## src/rtl/fifo_push_loader_if.sv

```systemverilog
// fifo_push_loader_if: button/switch inputs, FIFO write strobe and statistics of the push loader
interface fifo_push_loader_if #(
    parameter int WIDTH = 12,
    parameter int CNT_W = 8
);
    logic             btn_push;
    logic [WIDTH-1:0] sw_data;
    logic             fifo_full;
    logic             clr_stat;
    logic             wr_en;
    logic [WIDTH-1:0] wr_data;
    logic [CNT_W-1:0] push_cnt;
    logic [CNT_W-1:0] drop_cnt;
    logic             overflow;
    logic             busy;

    modport master (
        input  btn_push, sw_data, fifo_full, clr_stat,
        output wr_en, wr_data, push_cnt, drop_cnt, overflow, busy
    );

    modport slave (
        output btn_push, sw_data, fifo_full, clr_stat,
        input  wr_en, wr_data, push_cnt, drop_cnt, overflow, busy
    );
endinterface

```

## src/rtl/fifo_push_loader.sv

```systemverilog
// fifo_push_loader: debounces the push button into one FIFO write per press and keeps write/drop statistics
module fifo_push_loader #(
    parameter int WIDTH      = 12,
    parameter int DEB_CYCLES = 1000000,
    parameter int CNT_W      = 8
) (
    input logic clk,
    input logic rst,
    fifo_push_loader_if.master bus
);
    localparam int DW = $clog2(DEB_CYCLES + 1);

    typedef enum logic [2:0] {IDLE, DEB_PRESS, WRITE, HELD, DEB_REL} state_t;

    state_t        state, state_n;
    logic [DW-1:0] cnt, cnt_n;
    logic [1:0]    sync;
    logic          btn_s;
    logic          fire;
    logic          accept;
    logic          drop;

    assign btn_s    = sync[1];
    assign accept   = fire & ~bus.fifo_full;
    assign drop     = fire & bus.fifo_full;
    assign bus.busy = state != IDLE;

    // two-flop synchroniser for the asynchronous button
    always_ff @(posedge clk or posedge rst)
        if (rst) sync <= '0;
        else     sync <= {sync[0], bus.btn_push};

    // FSM state and debounce counter registers
    always_ff @(posedge clk or posedge rst)
        if (rst) begin
            state <= IDLE;
            cnt   <= '0;
        end else begin
            state <= state_n;
            cnt   <= cnt_n;
        end

    // next state: a level must persist DEB_CYCLES counts plus the deciding edge to be accepted
    always_comb begin
        state_n = state;
        cnt_n   = cnt;
        fire    = 1'b0;
        case (state)
            IDLE:
                if (btn_s) begin
                    state_n = DEB_PRESS;
                    cnt_n   = DW'(1);
                end
            DEB_PRESS:
                if (!btn_s) begin
                    state_n = IDLE;
                    cnt_n   = '0;
                end else if (cnt == DW'(DEB_CYCLES)) begin
                    state_n = WRITE;
                    cnt_n   = '0;
                    fire    = 1'b1;
                end else cnt_n = cnt + 1'b1;
            WRITE:
                state_n = HELD;
            HELD:
                if (!btn_s) begin
                    state_n = DEB_REL;
                    cnt_n   = DW'(1);
                end
            DEB_REL:
                if (btn_s) begin
                    state_n = HELD;
                    cnt_n   = '0;
                end else if (cnt == DW'(DEB_CYCLES)) begin
                    state_n = IDLE;
                    cnt_n   = '0;
                end else cnt_n = cnt + 1'b1;
            default: begin
                state_n = IDLE;
                cnt_n   = '0;
            end
        endcase
    end

    // write strobe/data on WRITE entry; clear beats any same-cycle counter update
    always_ff @(posedge clk or posedge rst)
        if (rst) begin
            bus.wr_en    <= 1'b0;
            bus.wr_data  <= '0;
            bus.push_cnt <= '0;
            bus.drop_cnt <= '0;
            bus.overflow <= 1'b0;
        end else begin
            bus.wr_en    <= accept;
            if (accept) bus.wr_data <= bus.sw_data;
            bus.push_cnt <= bus.clr_stat ? '0 : bus.push_cnt + CNT_W'(accept);
            bus.drop_cnt <= bus.clr_stat ? '0 :
                            (drop && !(&bus.drop_cnt)) ? bus.drop_cnt + 1'b1 : bus.drop_cnt;
            bus.overflow <= bus.clr_stat ? 1'b0 : bus.overflow | drop;
        end
endmodule

```

## src/flat_wrapper.sv

```systemverilog
// flat-port wrapper written by rule: the top's interface ports become plain ports
module fifo_push_loader_flat 
#(
    parameter int WIDTH      = 12,
    parameter int DEB_CYCLES = 1000000,
    parameter int CNT_W      = 8
)
  (clk, rst, bus_btn_push, bus_sw_data, bus_fifo_full, bus_clr_stat, bus_wr_en, bus_wr_data, bus_push_cnt, bus_drop_cnt, bus_overflow, bus_busy);
  fifo_push_loader_if #(.WIDTH(WIDTH), .CNT_W(CNT_W)) bus_i ();
  input logic clk;
  input logic rst;
  input wire logic [$bits(bus_i.btn_push)-1:0] bus_btn_push;
  input wire logic [$bits(bus_i.sw_data)-1:0] bus_sw_data;
  input wire logic [$bits(bus_i.fifo_full)-1:0] bus_fifo_full;
  input wire logic [$bits(bus_i.clr_stat)-1:0] bus_clr_stat;
  output wire logic [$bits(bus_i.wr_en)-1:0] bus_wr_en;
  output wire logic [$bits(bus_i.wr_data)-1:0] bus_wr_data;
  output wire logic [$bits(bus_i.push_cnt)-1:0] bus_push_cnt;
  output wire logic [$bits(bus_i.drop_cnt)-1:0] bus_drop_cnt;
  output wire logic [$bits(bus_i.overflow)-1:0] bus_overflow;
  output wire logic [$bits(bus_i.busy)-1:0] bus_busy;
  assign bus_i.btn_push = bus_btn_push;
  assign bus_i.sw_data = bus_sw_data;
  assign bus_i.fifo_full = bus_fifo_full;
  assign bus_i.clr_stat = bus_clr_stat;
  assign bus_wr_en = bus_i.wr_en;
  assign bus_wr_data = bus_i.wr_data;
  assign bus_push_cnt = bus_i.push_cnt;
  assign bus_drop_cnt = bus_i.drop_cnt;
  assign bus_overflow = bus_i.overflow;
  assign bus_busy = bus_i.busy;
  fifo_push_loader #(.WIDTH(WIDTH), .DEB_CYCLES(DEB_CYCLES), .CNT_W(CNT_W)) u_core (.clk(clk), .rst(rst), .bus(bus_i));
endmodule
```

## config.mk

```make
export PLATFORM = sky130hd
export DESIGN_NAME = fifo_push_loader_flat
export DESIGN_NICKNAME = d
export VERILOG_FILES = /design/src/rtl/fifo_push_loader_if.sv /design/src/rtl/fifo_push_loader.sv /design/src/flat_wrapper.sv
export SDC_FILE = /design/constraint.sdc
export NUM_CORES = 1
export LEC_CHECK = 0
export ABC_CLOCK_PERIOD_IN_PS = 4750
export CORE_MARGIN = 1
export CORE_UTILIZATION = 55
export DETAILED_ROUTE_END_ITERATION = 6
export PLACE_DENSITY = 0.83
export SLEW_MARGIN = 30
export SYNTH_ARGS = -nofsm -noshare
export SYNTH_HDL_FRONTEND = slang
export SYNTH_SLANG_ARGS = --single-unit
```

## constraint.sdc

```tcl
create_clock -name clk -period 4.75 [get_ports clk]
set_input_delay 1.1875 -clock clk [delete_from_list [all_inputs] [get_ports clk]]
set_output_delay 1.1875 -clock clk [all_outputs]
set_load 0.05 [all_outputs]
```

==> reports/metrics.yaml <==
final_layout:
  nFillCells: 355
  syn_to_final_growth_pct: 21.8
  drive_gt1_frac: 0.102
  antenna_cells: 0
  final_nets: 325
detailed_routing:
  routedWlPerCell_um: 15.2
  vias: 2119
  viasPerCell: 5.71
  drc: 0
  wl_um: 5650
  antenna_left: 0
  drtIter0Drc: 89
  dr.pass1.iters: 4
flow_run:
  cap_violations: 0
synthesis:
  ys_async_sr_fraction: 1.00
  synth-main-ff-cell: "dfrtp_1"
  yosysWarningCount: 0
  syn-instance-count: 259
  synth.cell_area_sq_mm: 0.00277
  synth_nets: 281
  synth-seq-cells: 55
  synth_cell_types: 47
  synth-edff-count: 0
  syn_avg_cell_area_sq_um: 10.7
  yosysSeqAreaShare: 0.497
sta:
  worst_slew_pin_slew_ns: 0.772
  finClkSkew_ns: 0.00857
  fin_crit_sh: 0.655
  rsz0062_at_grt: "no"
  hold_viol_final: 0
  finalSetupViolations: 0
  fin_crit_ns: 3.11
  slew_viol_final: 0
  fmax_mhz: 322
  tns_ns: 0
  max_slew_margin: 0.481
floorplanning:
  io_pins: 48
  dieHeight_um: 72.9
  core_sq_mm: 0.00479
  die-width_um: 72.9
  fp-row-count: 25
  initial_core_util: 0.578
  dieArea_sq_mm: 0.00532
min_path:
  hold_path.class: "flip-flop to flip-flop"
  hold_start: "u_core.sync[0]"
  whs_path_depth: 0
setup_path:
  r2r_end: "u_core.cnt[15]"
  crit_end: "bus_busy"
  critPathSlowestCell: "clkdlybuf4s50_1"
  critPathRequiredTime_ns: 3.56
  cp_max_fo: 12
  worst-path-buf-inv: 2
  critPathLaunchType: "flip-flop"
  endpoint_kind: "output port"
  cp_data_arrival_time_ns: 1.92
  cp_num_cells: 3
  crit_type: "flip-flop to output port"
  slowest_delay_ns: 0.80
  cpLargestDelayFamily: "buffers and inverters"
  rr_worst_depth: 7
  cp_cell_sequence: "inv_1 -> nand3_1 -> clkdlybuf4s50_1"
  reg2reg_slack_ns: 2.28
  cp-startpoint: "u_core.state[2]"
  worstReg2RegStart: "u_core.cnt[0]"
grt:
  globalRouteOverflowTotal: 0
  grt_pass1_wl_um: 9240
  grt_max_degree: 43
  antenna_found_initial: 0
  grtUsageTotal: 0.228
  first_global_vias: 1986
power_and_ir_drop:
  power_switching_mw: 0.377
  power_mw: 1.12
  swShare: 0.337
  p_comb_frac: 0.244
  internal_power_mw: 0.740
  clockPowerShare: 0.255
  power_density_mw_per_mm2: 331
  p_leak_nw: 1.49
  peakVddDrop_mv: 0.225
  seqPwrFrac: 0.500
clocking:
  clock_latency_ns: 0.31
  clk_path_buf_depth: 2
  htree_num_levels: 2
  post_cts_resized: 0
  numCtsBuffers: 5
  cts_tree: "yes"
  clkSinkCount: 55
  cts_root_buf: "clkbuf_8"
  post_cts_buffers: 0
  holdBufCountCts: 0
  path_clk_slew_ns: 0.09
placed_design:
  gp_congestion: 0.804
  place_hpwl_um: 3870
  numPortBuffers: 47
status:
  outcome: "completed"
-- routing by layer --
layer  vias up  wire [um]  global-route usage
met5         -          0                   0
met4         0         85              0.0871
met1      1037       2540               0.290
met3         9        295              0.0552
met2        63       2730               0.379
li1       1010          -                   -
-- placed cells by master (no fill, tap or decap), drive strengths merged, types with 8 or more instances in the layout --
master	netlist	final
clkdlybuf4s50	0	47
nand4	10	10
and3	8	8
xor2	13	13
mux2	12	12
a21oi	8	8
nand2	9	9
dfrtp	55	55
nor2	35	35
xnor2	8	8
nand3	18	18
inv	9	8
-- power groups by stage --
stage,registers [mW],logic (mW),clock network [mW]
floorplan,0.552,0.222,0
global placement,0.564,0.267,0
detailed placement,0.567,0.274,0
CTS,0.557,0.275,0.293
global route,0.565,0.300,0.306
finish,0.559,0.273,0.285
-- registers in the layout, summed over array words and instances, names as in the netlist --
name                 cells
u_core.sync              2
u_core.bus.overflow      1
u_core.bus.drop_cnt      8
u_core.cnt              20
u_core.bus.wr_en         1
u_core.bus.push_cnt      8
u_core.state             3
u_core.bus.wr_data      12
-- worst min-delay path by stage --
| stage | endpoint | slack [ns] |
|---|---|---|
| 2_1_floorplan | u_core.sync[1] | 0.33 |
| 3_3_place_gp | u_core.sync[1] | 0.34 |
| 3_5_place_dp | u_core.sync[1] | 0.34 |
| 4_1_cts | u_core.sync[1] | 0.36 |
| 5_1_grt | u_core.sync[1] | 0.38 |
| 6_report | u_core.sync[1] | 0.36 |
-- metrics by stage --
step / utilization / worst slack [ns] / hold slack (ns) / std cells / cell area [sq um]
floorplan: - / 2.22 / 0.331 / 259 / 2770
global placement: 0.683 / 1.88 / 0.335 / 363 / 3270
detailed placement: 0.683 / 1.80 / 0.341 / 363 / 3270
CTS: 0.704 / 1.63 / 0.363 / 371 / 3370
global route: 0.705 / 1.57 / 0.377 / 371 / 3370
finish: 0.705 / 1.64 / 0.359 / 371 / 3370
-- worst register-to-register path: cells and delay by family (launching register included) --
family                     cells  cell delay [ns]
DFF                            1             0.46
buffers and inverters          1             0.11
and+or+nand+nor                4             1.15
AOI/OAI and AO/OA              1             0.43
adders and majority gates      1             0.19
-- cell families (layout without fill, tap and decap cells) --
group | count (synthesis) | after routing | share of synthesized area
and+or+nand+nor | 113 | 113 | 0.235
DFF | 55 | 55 | 0.497
muxes | 13 | 13 | 0.0660
adders and majority gates | 5 | 5 | 0.0226
xor gates and xnor gates | 21 | 21 | 0.0665
AOI/OAI and AO/OA | 32 | 32 | 0.0778
buffers and inverters | 20 | 65 | 0.0348
-- cell type report --
cell class              instances  area (sq um)  area share
clock buffers                   7          96.3      0.0286
clock inverters                 1          7.51     0.00223
inverters                       9          35.0      0.0104
multi-input cells             184          1290       0.384
flip-flops and latches         55          1380       0.408
well taps                      67          83.8      0.0249
repair buffers                 48           478       0.142
-- synthesized netlist by cell type (3+ instances only) --
cell      count  share of area
nor2_1       35          0.047
a21oi_1       8          0.014
nor3_1        7          0.013
clkbuf_1      4         0.0054
nand2_1       9          0.012
xor2_1       13          0.041
nor2b_1       4         0.0090
mux2_4       10          0.054
inv_1         9          0.012
ha_1          5          0.023
a21o_1        6          0.016
o21ai_0       3         0.0054
xnor2_1       8          0.025
and4_1        3         0.0095
nor4b_1       3         0.0095
nand4_1      10          0.023
nand3_1      17          0.031
dfrtp_1      55           0.50
a31oi_1       5          0.011
buf_2         5         0.0090
and3_1        8          0.018
(Power assumes the default switching activity.)
==> RTL change 1: new RTL, same settings <==
Reset style: synchronous (`rst`), changed in 3 clocked blocks. Comments in the files are not updated.
--- a/src/rtl/fifo_push_loader.sv
+++ b/src/rtl/fifo_push_loader.sv
@@ -26,12 +26,12 @@
     assign bus.busy = state != IDLE;
 
     // two-flop synchroniser for the asynchronous button
-    always_ff @(posedge clk or posedge rst)
+    always_ff @(posedge clk)
         if (rst) sync <= '0;
         else     sync <= {sync[0], bus.btn_push};
 
     // FSM state and debounce counter registers
-    always_ff @(posedge clk or posedge rst)
+    always_ff @(posedge clk)
         if (rst) begin
             state <= IDLE;
             cnt   <= '0;
@@ -83,7 +83,7 @@
     end
 
     // write strobe/data on WRITE entry; clear beats any same-cycle counter update
-    always_ff @(posedge clk or posedge rst)
+    always_ff @(posedge clk)
         if (rst) begin
             bus.wr_en    <= 1'b0;
             bus.wr_data  <= '0;
Check against the original RTL: differs if rst is asserted again (counterexample within 4 cycles, from zero or initial values and one cycle with rst high); with rst held inactive, the same outputs for 10 cycles.
==> RTL change 1 against the unedited design <==
- synthesized area down 5.7%
- die area shrank 5.6%
- wire length is 4.1% lower
- sequential cell count unchanged
- worst hold slack improved by 0.092 ns
- design area down 4.5%
- setup slack better by 0.064 ns
Power is not compared: it rests on default switching activity, and its combinational part moved more than twofold at a synthesized area within 25%.
==> RTL change 1: results (changes against the unedited design) <==
worst_setup_path:
  worst_ep_arrival_time_ns: 1.86  # was 1.92 ns
  critical_path_peak_fanout: 13  # was 12
  crit_path_max_incr_delay_ns: 0.71  # was 0.80 ns
  worst-r2r-setup-slack_ns: 1.97  # was 2.28 ns
finish:
  multi_input_comb_cells: 219  # was 184
  storage_cell_area_sq_mm: 0.001101  # was 0.001376 sq mm
  num-nets-final: 362  # was 325
  multiInputGateArea_sq_mm: 0.001426  # was 0.001295 sq mm
  nFillCells: 354  # was 355
  clock_cell_area_share_pct: 3.109  # was 3.080%
  num-clock-buffers: 8  # was 7
  nNonClkBuffers: 50  # was 48
  layout.nonclk_buf_share_pct: 15.31  # was 14.17%
logic_synthesis:
  synth_async_sr_flop_share_pct: 0  # was 100.0%
  mappedNetlistNets: 318  # was 281
  synth.yosys.seq_area_share_pct: 42.21  # was 49.73%
  synthMostInstantiatedCell: "dfxtp_1"  # was dfrtp_1
  synth.top_cells.by_area: "dfxtp_1 42%, nor2_1 6.8%, xnor2_1 5.7%, mux2i_1 5.4%, nand3_1 2.5%"  # was dfrtp_1 50%, mux2_4 5.4%, nor2_1 4.7%, xor2_1 4.1%, nand3_1 3.1%
clocking:
  cts_max_path_buffers: 2  # unchanged
  clockRootBuffer: "clkbuf_8"  # unchanged
  cts-buffers-inserted: 5  # unchanged
run_status:
  status: "finished clean"  # unchanged
global_route:
  vias_in_the_first_global_route: 2059  # was 1986
  grt_max_degree: 26  # was 43
  grt_util_all_layers_pct: 22.74  # was 22.83%
sta:
  tightestPinTransition_ns: 0.5815  # was 0.7725 ns
placement:
  dp_hpwl_um: 3875  # was 3867 um
  routability_cong: 0.8174  # was 0.8036
detailed_routing:
  drt_iter0_drc: 104  # was 89
  drt-vias-per-instance: 5.781  # was 5.712
worst_hold_path:
  min-delay-path-class: "reg2reg"  # unchanged
-- RTL change 1: worst max-delay path: cells and delay by family, from the launching register on --
kind          cells  cell delay, ns
buf+inv           1            0.71
flops             1            0.42
simple gates      1            0.42
-- RTL change 1: per-layer routing --
metal | global-route usage [%] | share of wire (%) | vias to the layer above
li1 | - | - | 1136
met1 | 28.89 | 46 | 1059
met2 | 37.82 | 47 | 63
met3 | 4.986 | 4.5 | 14
met4 | 8.889 | 2.0 | 0
met5 | 0 | 0 | -
-- RTL change 1: final timing paths --
kind	startpoint	endpoint	cells past startpoint
setup / recovery	u_core.state[0]$_SDFFE_PP0P_	bus_busy	2
hold / removal	u_core.sync[0]$_SDFF_PP0_	u_core.sync[1]$_SDFF_PP0_	1
setup reg to reg	u_core.cnt[0]$_SDFFE_PP0P_	u_core.bus.push_cnt[7]$_SDFF_PP0_	11
hold reg to reg	u_core.sync[0]$_SDFF_PP0_	u_core.sync[1]$_SDFF_PP0_	1
-- RTL change 1: logic make-up after synthesis --
logic type | after synthesis | synth area share, %
AO/OA/AOI/OAI | 32 | 7.818
multiplexers | 14 | 5.372
XOR/XNOR | 23 | 7.722
flip-flops | 55 | 42.21
buffers and inverters | 22 | 3.453
adder cells (fa/ha/maj) | 5 | 2.398
AND/OR/NAND/NOR | 145 | 31.03
-- RTL change 1: per-stage QoR --
step | hold WS (ns) | instances | worst slack [ns] | cell area (sq um)
2_1_floorplan | 0.4138 | 296 | 2.278 | 2609
3_3_place_gp | 0.4215 | 384 | 1.604 | 3112
3_5_place_dp | 0.4282 | 384 | 1.564 | 3112
4_1_cts | 0.4541 | 392 | 1.681 | 3212
5_1_grt | 0.4799 | 393 | 1.634 | 3219
6_report | 0.4510 | 393 | 1.704 | 3219
==> RTL change 2: new RTL, same flow settings <==
Made on the original files. `WIDTH` is set to 12 in 3 places; all go to 18.
--- a/src/rtl/fifo_push_loader_if.sv
+++ b/src/rtl/fifo_push_loader_if.sv
@@ -1,6 +1,6 @@
 // fifo_push_loader_if: button/switch inputs, FIFO write strobe and statistics of the push loader
 interface fifo_push_loader_if #(
-    parameter int WIDTH = 12,
+    parameter int WIDTH = 18,
     parameter int CNT_W = 8
 );
     logic             btn_push;
--- a/src/rtl/fifo_push_loader.sv
+++ b/src/rtl/fifo_push_loader.sv
@@ -1,6 +1,6 @@
 // fifo_push_loader: debounces the push button into one FIFO write per press and keeps write/drop statistics
 module fifo_push_loader #(
-    parameter int WIDTH      = 12,
+    parameter int WIDTH      = 18,
     parameter int DEB_CYCLES = 1000000,
     parameter int CNT_W      = 8
 ) (
--- a/src/flat_wrapper.sv
+++ b/src/flat_wrapper.sv
@@ -1,7 +1,7 @@
 // flat-port wrapper written by rule: the top's interface ports become plain ports
 module fifo_push_loader_flat 
 #(
-    parameter int WIDTH      = 12,
+    parameter int WIDTH      = 18,
     parameter int DEB_CYCLES = 1000000,
     parameter int CNT_W      = 8
 )
Interface: changed (resized bus_sw_data and bus_wr_data); port bits go from 48 to 60. The function was not compared with the original's and may differ.
==> RTL change 2 against the unedited design <==
- die area rose by 8.9%
- sequential cell count increased by 6
- wire length increased by 12%
- sequential share of layout area shrank 1.5 points
- global-route usage grew 0.31 points
- final cell count grew 17%
- synthesized area is 9.2% higher
- register-to-register slack got worse by 0.23 ns
- synthesized cell count grew 15%
- setup slack better by 0.0097 ns
- design area is 15% higher
- highest routed layer unchanged
Power is not compared: it rests on default switching activity, and its combinational part moved more than twofold at a synthesized area within 25%.
==> RTL change 2: results (changes against the unedited design) <==
power_and_ir_drop:
  cellLeakagePower_nw: 1.638
  vdd.ir_drop.worst_mv: 0.2245
logic_synthesis:
  mappedNetlistNets: 327  # was 281
  post_synth_fa_ha_maj_area_fraction_pct: 2.070  # was 2.260%
  synthesis.yosys.warnings: 0  # unchanged
  fraction_of_the_mapped_netlist_area_in_compound_gates_pct: 9.193  # was 7.776%
  synth.top_cells.by_area: "dfrtp_1 51%, mux2_2 7.1%, nand3_1 4.0%, nand2_1 3.6%, a21oi_1 2.3%"  # was dfrtp_1 50%, mux2_4 5.4%, nor2_1 4.7%, xor2_1 4.1%, nand3_1 3.1%
  synth.mux.area_fraction_pct: 8.075  # was 6.600%
  synth_xor_xnor_area_share_pct: 1.739  # was 6.646%
  ys_types: 49  # was 47
  synth.top_cells.by_count: "61 x dfrtp_1, 29 x nand2_1, 24 x nand3_1, 19 x mux2_2, 17 x nor2_1"  # was 55 x dfrtp_1, 35 x nor2_1, 17 x nand3_1, 13 x xor2_1
  syn-mean-instance-area_sq_um: 10.11  # was 10.69 sq um
  synth.yosys.seq_area_share_pct: 50.52  # was 49.73%
  synth_async_sr_flop_share_pct: 100.0  # unchanged
worst_setup_path:
  critical_path_peak_fanout: 9  # was 12
  worst_ep_arrival_time_ns: 1.91
  crit_path_max_incr_delay_ns: 0.71  # was 0.80 ns
  cp_top_family: "buffers and inverters"  # unchanged
  setup.worst_path.start_class: "register"  # unchanged
clocking:
  cts-htree-levels: 3  # was 2
  clockRootBuffer: "clkbuf_8"  # unchanged
  ctsResizeCount: 0  # unchanged
  worstSkewPairLatency_ns: 0.33  # was 0.31 ns
  cts_max_path_buffers: 2  # unchanged
  post_cts_setup_buffers: 0  # unchanged
  cts-buffers-inserted: 9  # was 5
  clk_pin_slew_ns: 0.07  # was 0.09 ns
  cts_hold_repair.buffers: 0  # unchanged
placement:
  place.port_buffers: 59  # was 47
  dp_hpwl_um: 4350  # was 3867 um
  placed_area_sq_mm: 0.003659  # was 0.003267 sq mm
  routability_cong: 0.8152  # was 0.8036
  place_inst: 419  # was 363
sta:
  skew_ns: 0.004441  # was 0.008569 ns
  timing.max_slew.rel_slack_pct: 42.18  # was 48.11%
  max_slew_violation_count: 0  # unchanged
worst_hold_path:
  min-delay-path-class: "reg2reg"  # unchanged
global_route:
  vias_in_the_first_global_route: 2282  # was 1986
  antenna_found_initial: 0  # unchanged
  grt_max_degree: 38  # was 43
  grt_first_pass_wirelength_um: 10610  # was 9239 um
  grt_util_all_layers_pct: 23.14  # was 22.83%
detailed_routing:
  routedWlPerCell_um: 14.59  # was 15.23 um
  dr.pass1.iters: 4  # unchanged
  drt_iter0_drc: 196  # was 89
  drt-vias-per-instance: 5.758  # was 5.712
run_status:
  status: "finished clean"  # unchanged
finish:
  finish.cell_count_without_fillers: 434  # was 371
  num-nets-final: 388  # was 325
  antenna_cells_inserted: 0  # unchanged
  largestRegisters: "u_core.cnt: 20 flops, u_core.bus.wr_data: 18 flops"  # was u_core.cnt: 20 flops, u_core.bus.wr_data: 12 flops
  proportion_of_layout_cells_with_a_drive_suffix_above_1_pct: 13.19  # was 10.20%
[RTL change 2: stage by stage]
stage | utilization, % | setup WS [ns]
finish | 74.66 | 1.650
global route | 74.66 | 1.594
floorplan | - | 2.049
CTS | 74.66 | 1.637
detailed placement | 70.29 | 1.770
global placement | 70.29 | 1.801
[RTL change 2: power breakdown]
group          internal (mW)  total, mW  switching (mW)
Combinational         0.0496      0.122          0.0729
Clock                  0.344      0.540           0.196
Sequential             0.533      0.545          0.0119
Total                  0.927       1.21           0.281
[RTL change 2: final cells by class]
cell class / count / area (sq um)
flip-flops and latches: 61 / 1526
inverters: 12 / 45.04
well taps: 70 / 87.58
clock inverters: 5 / 100.1
multi-input cells: 214 / 1386
clock buffers: 10 / 127.6
fillers: 371 / 1319
repair buffers: 62 / 613.1
[RTL change 2: per-layer routing]
metal | vias up | global-route usage [%] | routed length [um]
met4 | 0 | 9.231 | 91
li1 | 1208 | - | -
met2 | 80 | 37.09 | 3135
met5 | - | 0 | 0
met3 | 12 | 4.072 | 308
met1 | 1199 | 31.46 | 2797
[RTL change 2: path summary, 6_finish.rpt]
path / start / to / slack, ns / depth (start not counted)
setup reg to reg: u_core.cnt[11]$_DFFE_PP0P_ / u_core.bus.wr_data[15]$_DFFE_PP0N_ / 2.05 / 5
max in group asynchronous: rst / u_core.cnt[15]$_DFFE_PP0P_ / 2.61 / 3
hold reg to reg: u_core.sync[0]$_DFF_PP0_ / u_core.sync[1]$_DFF_PP0_ / 0.35 / 0
setup / recovery: u_core.state[1]$_DFFE_PP0P_ / bus_busy / 1.65 / 2
hold / removal: u_core.sync[0]$_DFF_PP0_ / u_core.sync[1]$_DFF_PP0_ / 0.35 / 0
min in group asynchronous: rst / u_core.bus.push_cnt[4]$_DFF_PP0_ / 1.32 / 2
